[src/rtl/fetch_stage_pkg.sv]
// Shared definitions for the instruction-fetch stage: FSM state encoding,
// fetch word size and the value the output register holds out of reset.
package fetch_stage_pkg;

  typedef enum logic [0:0] {
    ST_RUN   = 1'b0,
    ST_DRAIN = 1'b1
  } fetch_state_e;

  localparam int unsigned WORD_BYTES = 4;
  localparam logic [31:0] NOP_INSTR  = 32'h0000_0000;

endpackage

[src/rtl/fetch_stage_if.sv]
// Handshake bundle around the fetch stage: instruction-memory request port,
// redirect input from execute and the valid/ready port towards decode.
interface fetch_stage_if #(
  parameter int unsigned ADDR_W = 32,
  parameter int unsigned DATA_W = 32
) ();

  logic              imem_req;
  logic [ADDR_W-1:0] imem_addr;
  logic              imem_ready;
  logic [DATA_W-1:0] imem_rdata;

  logic              redirect_valid;
  logic [ADDR_W-1:0] redirect_pc;

  logic              id_valid;
  logic              id_ready;
  logic [DATA_W-1:0] id_instr;
  logic [ADDR_W-1:0] id_pc;
  logic [ADDR_W-1:0] id_pc_plus4;

  modport master (
    output imem_req, imem_addr, id_valid, id_instr, id_pc, id_pc_plus4,
    input  imem_ready, imem_rdata, redirect_valid, redirect_pc, id_ready
  );

  modport slave (
    input  imem_req, imem_addr, id_valid, id_instr, id_pc, id_pc_plus4,
    output imem_ready, imem_rdata, redirect_valid, redirect_pc, id_ready
  );

endinterface

[src/rtl/fetch_skid_buffer.sv]
// One-entry {instr, pc} holding slot that catches a memory response arriving
// while the decode-facing output register is still occupied.
module fetch_skid_buffer
  import fetch_stage_pkg::*;
#(
  parameter int unsigned ADDR_W = 32,
  parameter int unsigned DATA_W = 32
) (
  input  logic              clk,
  input  logic              rst,
  input  logic              push,
  input  logic              pop,
  input  logic              flush,
  input  logic [DATA_W-1:0] din_instr,
  input  logic [ADDR_W-1:0] din_pc,
  output logic              full,
  output logic [DATA_W-1:0] dout_instr,
  output logic [ADDR_W-1:0] dout_pc
);

  logic              full_q, full_d;
  logic [DATA_W-1:0] instr_q, instr_d;
  logic [ADDR_W-1:0] pc_q, pc_d;

  always_comb begin
    // NOTE: every signal gets its hold value first so no path leaves it unassigned (no latch).
    full_d  = full_q;
    instr_d = instr_q;
    pc_d    = pc_q;
    if (flush) begin
      full_d = 1'b0;
    end else if (push) begin
      full_d  = 1'b1;
      instr_d = din_instr;
      pc_d    = din_pc;
    end else if (pop) begin
      full_d = 1'b0;
    end
  end

  // NOTE: state registers use non-blocking assignments so every flop samples pre-edge values.
  always_ff @(posedge clk or posedge rst) begin
    if (rst) full_q <= 1'b0;
    else     full_q <= full_d;
  end

  // NOTE: the payload is only ever read while full_q is set, so it carries no reset.
  always_ff @(posedge clk) begin
    instr_q <= instr_d;
    pc_q    <= pc_d;
  end

  assign full       = full_q;
  assign dout_instr = instr_q;
  assign dout_pc    = pc_q;

endmodule

[src/rtl/fetch_stage.sv]
// MIPS-32 instruction-fetch stage: owns the PC, issues word reads and hands
// {instr, pc, pc+4} to decode. Optional FETCH_PERF_EN adds fetch/stall counters.
module fetch_stage
  import fetch_stage_pkg::*;
#(
  parameter int unsigned       ADDR_W   = 32,
  parameter int unsigned       DATA_W   = 32,
  parameter logic [ADDR_W-1:0] RESET_PC = '0
) (
  input  logic                 clk,
  input  logic                 rst,
  fetch_stage_if.master        bus
`ifdef FETCH_PERF_EN
  ,
  output logic [31:0]          perf_fetch_cnt,
  output logic [31:0]          perf_stall_cnt
`endif
);

  localparam logic [ADDR_W-1:0] STEP       = ADDR_W'(WORD_BYTES);
  localparam logic [ADDR_W-1:0] ALIGN_MASK = ~ADDR_W'(WORD_BYTES - 1);

  fetch_state_e      state_q, state_d;
  logic [ADDR_W-1:0] pc_q, pc_d;
  logic [ADDR_W-1:0] hold_addr_q, hold_addr_d;
  logic              out_valid_q, out_valid_d;
  logic [DATA_W-1:0] out_instr_q, out_instr_d;
  logic [ADDR_W-1:0] out_pc_q, out_pc_d;
  logic [ADDR_W-1:0] out_pc4_q, out_pc4_d;

  logic              skid_full, skid_push, skid_pop, skid_flush;
  logic [DATA_W-1:0] skid_instr;
  logic [ADDR_W-1:0] skid_pc;

  logic req, xfer, fire, out_free;

  // A DRAIN keeps re-presenting the abandoned address until memory completes it.
  assign req      = !rst && ((state_q == ST_DRAIN) || !skid_full);
  assign xfer     = req && bus.imem_ready;
  assign fire     = out_valid_q && bus.id_ready;
  assign out_free = !out_valid_q || fire;

  assign bus.imem_req    = req;
  assign bus.imem_addr   = (state_q == ST_DRAIN) ? hold_addr_q : pc_q;
  assign bus.id_valid    = out_valid_q;
  assign bus.id_instr    = out_instr_q;
  assign bus.id_pc       = out_pc_q;
  assign bus.id_pc_plus4 = out_pc4_q;

  always_comb begin
    state_d     = state_q;
    pc_d        = pc_q;
    hold_addr_d = hold_addr_q;
    out_valid_d = out_valid_q;
    out_instr_d = out_instr_q;
    out_pc_d    = out_pc_q;
    out_pc4_d   = out_pc4_q;
    skid_push   = 1'b0;
    skid_pop    = 1'b0;
    skid_flush  = 1'b0;

    if (bus.redirect_valid) begin
      // Redirect wins over everything; an unfinished request forces a drain.
      pc_d        = bus.redirect_pc & ALIGN_MASK;
      out_valid_d = 1'b0;
      skid_flush  = 1'b1;
      hold_addr_d = bus.imem_addr;
      state_d     = (req && !bus.imem_ready) ? ST_DRAIN : ST_RUN;
    end else if (state_q == ST_DRAIN) begin
      if (bus.imem_ready) state_d = ST_RUN;
    end else begin
      if (xfer) pc_d = pc_q + STEP;
      if (out_free) begin
        if (skid_full) begin
          skid_pop    = 1'b1;
          out_valid_d = 1'b1;
          out_instr_d = skid_instr;
          out_pc_d    = skid_pc;
          out_pc4_d   = skid_pc + STEP;
        end else if (xfer) begin
          out_valid_d = 1'b1;
          out_instr_d = bus.imem_rdata;
          out_pc_d    = pc_q;
          out_pc4_d   = pc_q + STEP;
        end else begin
          out_valid_d = 1'b0;
        end
      end else if (xfer) begin
        skid_push = 1'b1;
      end
    end
  end

  always_ff @(posedge clk or posedge rst) begin
    if (rst) begin
      state_q     <= ST_RUN;
      pc_q        <= RESET_PC;
      hold_addr_q <= RESET_PC;
      out_valid_q <= 1'b0;
      out_instr_q <= DATA_W'(NOP_INSTR);
      out_pc_q    <= '0;
      out_pc4_q   <= '0;
    end else begin
      state_q     <= state_d;
      pc_q        <= pc_d;
      hold_addr_q <= hold_addr_d;
      out_valid_q <= out_valid_d;
      out_instr_q <= out_instr_d;
      out_pc_q    <= out_pc_d;
      out_pc4_q   <= out_pc4_d;
    end
  end

  fetch_skid_buffer #(
    .ADDR_W (ADDR_W),
    .DATA_W (DATA_W)
  ) u_skid (
    .clk        (clk),
    .rst        (rst),
    .push       (skid_push),
    .pop        (skid_pop),
    .flush      (skid_flush),
    .din_instr  (bus.imem_rdata),
    .din_pc     (pc_q),
    .full       (skid_full),
    .dout_instr (skid_instr),
    .dout_pc    (skid_pc)
  );

`ifdef FETCH_PERF_EN
  logic [31:0] fetch_cnt_q, fetch_cnt_d;
  logic [31:0] stall_cnt_q, stall_cnt_d;

  always_comb begin
    fetch_cnt_d = fetch_cnt_q + 32'(fire);
    stall_cnt_d = stall_cnt_q + 32'(out_valid_q && !bus.id_ready);
  end

  always_ff @(posedge clk or posedge rst) begin
    if (rst) begin
      fetch_cnt_q <= '0;
      stall_cnt_q <= '0;
    end else begin
      fetch_cnt_q <= fetch_cnt_d;
      stall_cnt_q <= stall_cnt_d;
    end
  end

  assign perf_fetch_cnt = fetch_cnt_q;
  assign perf_stall_cnt = stall_cnt_q;
`endif

endmodule

[src/flat_wrapper.sv]
// flat-port wrapper written by rule: the top's interface ports become plain ports
module fetch_stage_flat import fetch_stage_pkg::*;
#(
  parameter int unsigned       ADDR_W   = 32,
  parameter int unsigned       DATA_W   = 32,
  parameter logic [ADDR_W-1:0] RESET_PC = '0
)
  (clk, rst, bus_imem_req, bus_imem_addr, bus_id_valid, bus_id_instr, bus_id_pc, bus_id_pc_plus4, bus_imem_ready, bus_imem_rdata, bus_redirect_valid, bus_redirect_pc, bus_id_ready);
  fetch_stage_if #(.ADDR_W(ADDR_W), .DATA_W(DATA_W)) bus_i ();
  input  logic clk;
  input  logic rst;
  output wire logic [$bits(bus_i.imem_req)-1:0] bus_imem_req;
  output wire logic [$bits(bus_i.imem_addr)-1:0] bus_imem_addr;
  output wire logic [$bits(bus_i.id_valid)-1:0] bus_id_valid;
  output wire logic [$bits(bus_i.id_instr)-1:0] bus_id_instr;
  output wire logic [$bits(bus_i.id_pc)-1:0] bus_id_pc;
  output wire logic [$bits(bus_i.id_pc_plus4)-1:0] bus_id_pc_plus4;
  input wire logic [$bits(bus_i.imem_ready)-1:0] bus_imem_ready;
  input wire logic [$bits(bus_i.imem_rdata)-1:0] bus_imem_rdata;
  input wire logic [$bits(bus_i.redirect_valid)-1:0] bus_redirect_valid;
  input wire logic [$bits(bus_i.redirect_pc)-1:0] bus_redirect_pc;
  input wire logic [$bits(bus_i.id_ready)-1:0] bus_id_ready;
  assign bus_imem_req = bus_i.imem_req;
  assign bus_imem_addr = bus_i.imem_addr;
  assign bus_id_valid = bus_i.id_valid;
  assign bus_id_instr = bus_i.id_instr;
  assign bus_id_pc = bus_i.id_pc;
  assign bus_id_pc_plus4 = bus_i.id_pc_plus4;
  assign bus_i.imem_ready = bus_imem_ready;
  assign bus_i.imem_rdata = bus_imem_rdata;
  assign bus_i.redirect_valid = bus_redirect_valid;
  assign bus_i.redirect_pc = bus_redirect_pc;
  assign bus_i.id_ready = bus_id_ready;
  fetch_stage #(.ADDR_W(ADDR_W), .DATA_W(DATA_W), .RESET_PC(RESET_PC)) u_core (.clk(clk), .rst(rst), .bus(bus_i));
endmodule
[config.mk]
export PLATFORM = sky130hd
export DESIGN_NAME = fetch_stage_flat
export DESIGN_NICKNAME = d
export VERILOG_FILES = /design/src/rtl/fetch_stage_pkg.sv /design/src/rtl/fetch_stage_if.sv /design/src/rtl/fetch_skid_buffer.sv /design/src/rtl/fetch_stage.sv /design/src/flat_wrapper.sv
export SDC_FILE = /design/constraint.sdc
export NUM_CORES = 1
export LEC_CHECK = 0
export CAP_MARGIN = 20
export CORE_ASPECT_RATIO = 0.7
export CORE_MARGIN = 3
export CORE_UTILIZATION = 23
export CTS_CLUSTER_DIAMETER = 120
export DETAILED_ROUTE_END_ITERATION = 8
export MAX_ROUTING_LAYER = met4
export PLACE_DENSITY_LB_ADDON = 0.1
export REMOVE_ABC_BUFFERS = 1
export SYNTH_ARGS = -nofsm -noshare
export SYNTH_HDL_FRONTEND = slang
export SYNTH_SLANG_ARGS = --single-unit
[constraint.sdc]
create_clock -name clk -period 10.1 [get_ports clk]
set_clock_uncertainty 0.15 [all_clocks]
set_input_delay 2.02 -clock clk [delete_from_list [all_inputs] [get_ports clk]]
set_output_delay 2.02 -clock clk [all_outputs]
set_load 0.01 [all_outputs]
==> run metrics <==
outcome=completed; Clock Latency Late Sink=0.54 ns; min Tclk post-route=5.42 ns; post_cts resized=0; core area=44200 µm²; Die Y=184 µm; hold crit path type=flip-flop to flip-flop; routability congestion estimate=0.712; Die Wd=260 µm; Setup CP Type=primary input to output port; Synth area leaders=dfrtp_1 38%, edfxtp_1 18%, mux2i_1 6.7%; vias=7581; Psw=702 µW; largest net degree at the start of global routing=86; pre-CTS WS=4.55 ns; Final Worst Setup Slack=4.68 ns; Yosys Warn Count=0; Synth Instances=935; maxcap violations=0; CP Launch Type=primary input; worst slew pin tran=1.09 ns; vias in the first global route=7822; biggest area consumer among synthesized cells=dfrtp_1; area grow syn2layout=31.7%; CTS buffer count=27; Max-slew headroom=27.3%; ant diodes=0; setup violators final=0; Critical Path Most Common Cell=clkdlybuf4s50_1; grt ovf=0; Seq/Total Area, Yosys=55.6%; kind of end point of the critical path=output port; Peak VDD IR=123 µV; leakage power=5.17 nW; H-tree depth=1; Remaining DRCs=0; slowest CP cell=clkdlybuf4s50_1; number of routed nets with antenna violations=0; IO Port Bufs=192; initial antenna violation count=0; PwrDens=188 nW/µm²; slowest cell delay on critical path=0.55 ns; wire per inst=20.3 µm; first-pass GRT wire length=51900 µm; Sink Count=219; synthesized area=10400 µm²; synth unique cells=44; Critical Path Fanout Max=5; num rows=64; Worst-path clk slew=0.06 ns; CP Data Required Time=7.93 ns; Synth Area per Inst=11.1 µm²; most frequent cells in the layout=191 x clkdlybuf4s50_1, 155 x dfrtp_1, 140 x nand2_1; CTS Root Buffer Type=clkbuf_16; Total GRT Usage=14.8%; CP cell instances=clkdlybuf4s50_1 -> nor2_1 -> clkdlybuf4s50_1; vias per cell=4.44; P_int=1.88 mW; Slew Limit Fails=0; I/O pin count=199; setup TNS=0 ns; crit path DAT=3.25 ns; Final Hold Vio Count=0; drt total wl=34700 µm; FF+latch count, synth=219; Post-DP HPWL=23400 µm; part of the power in the clock network=37.5%; postcts setup bufs=0; Yosys top cell area share=37.7%; total die area=47900 µm²; hold_buf cts=0; Clock Path Buffers=3; Finished Core Util=31.1%; unrepaired setup endpoints after global routing=no; Comb pwr share=18.9%; First DRT Iteration DRCs=385; fillcell total=4567; nets=1166; Initial Util=23.6%; Final period util=53.7%; commonest non-fill, non-tap cell in the layout=clkdlybuf4s50_1; switching fraction of total power=27.2%; drt pass-1 iters=4; Seq pwr share=43.6%; CTS tree=done; maximum clock rate=185 MHz; share of cells above drive strength 1=10.9%
registers in the layout, summed over array words and instances (netlist names):
register                  count
u_core.bus.id_instr          32
u_core.bus.id_pc             30
u_core.bus.id_pc_plus4       30
u_core.bus.id_valid           1
u_core.hold_addr_q           32
u_core.pc_q                  30
u_core.state_q                1
u_core.u_skid.dout_instr     32
u_core.u_skid.dout_pc        30
u_core.u_skid.full            1
power groups by stage:
stage	clock network, mW	logic, mW	registers (mW)
2_1_floorplan	0	0.164	1.16
3_3_place_gp	0	0.496	1.14
3_5_place_dp	0	0.499	1.14
4_1_cts	1.01	0.501	1.13
5_1_grt	1.04	0.535	1.14
6_report	0.968	0.486	1.12
worst paths after layout:
check,slack (ns),cells past startpoint,startpoint,to
worst max-delay path,4.68,3,rst,bus_imem_req
worst min-delay path,0.32,2,u_core.bus.id_instr[18],u_core.bus.id_instr[18]
worst max register to register,5.68,6,u_core.u_skid.full,u_core.bus.id_pc_plus4[22]
worst min register to register,0.32,2,u_core.bus.id_instr[18],u_core.bus.id_instr[18]
max in group asynchronous,6.69,3,rst,u_core.u_skid.full
min in group asynchronous,1.85,2,rst,u_core.state_q
cells by family (layout without fill, tap and decap cells):
logic type	count (synthesis)	in the layout	synth area share, %
buf+inv	84	261	3.55
other cells	1	4	0.0360
xor+xnor	79	79	6.64
flops	219	219	55.6
compound gates	145	145	7.95
fa+ha+maj	2	2	0.240
mux	128	128	13.0
simple gates	277	277	13.0
metal layers:
metal	GRT usage [%]	up-vias	wire length (µm)	part of all wire [%]
met1	22.0	3781	18200	53
met5	-	-	0	0
met4	2.63	0	545	1.6
met2	21.0	144	14500	42
li1	-	3621	-	-
met3	2.61	35	1440	4.2
final cells by class:
cell class                      instances  area [µm²]  area share [%]
Sequential cell                       219        5800            42.2
Multi-Input combinational cell        635        4280            31.2
Timing Repair Buffer                  206        2020            14.7
Tap cell                              594         743            5.41
Clock buffer                           38         727            5.30
Clock inverter                         11         128           0.930
Inverter                                6        27.5           0.201
worst max-delay path, delay by kind of cell:
kind	cells	cell delay [ns]
buffers and inverters	2	1.08
AND/OR/NAND/NOR	1	0.15
Yosys cell counts (all sizes together):
| master | number |
|---|---|
| a21oi | 10 |
| a31o | 1 |
| o221ai | 10 |
| ha | 2 |
| nand3 | 34 |
| o211ai | 2 |
| nand4 | 22 |
| a2111o | 1 |
| nor2b | 3 |
| or3 | 1 |
| nand2b | 2 |
| and3 | 19 |
| xor2 | 52 |
| mux2 | 58 |
| or4 | 3 |
| xnor2 | 27 |
| nor3 | 10 |
| buf | 27 |
| conb | 1 |
| nor3b | 1 |
| or4b | 1 |
| o31ai | 1 |
| nand2 | 140 |
| clkbuf | 51 |
| dfrtp | 157 |
| o21ai | 108 |
| nor2 | 20 |
| and4 | 7 |
| a221o | 4 |
| edfxtp | 62 |
| inv | 6 |
| and2 | 9 |
| a2111oi | 1 |
| a22oi | 6 |
| nor4 | 5 |
| mux2i | 70 |
| o21a | 1 |
per-stage QoR:
step                instances  hold WS, ns  area, µm²  total power [mW]
floorplan                 860        0.295      10100              1.32
global placement         1660        0.311      12900              1.64
detailed placement       1660        0.318      12900              1.64
CTS                      1709        0.333      13700              2.64
global route             1709        0.348      13700              2.72
finish                   1709        0.325      13700              2.58
(Power assumes the default switching activity.)
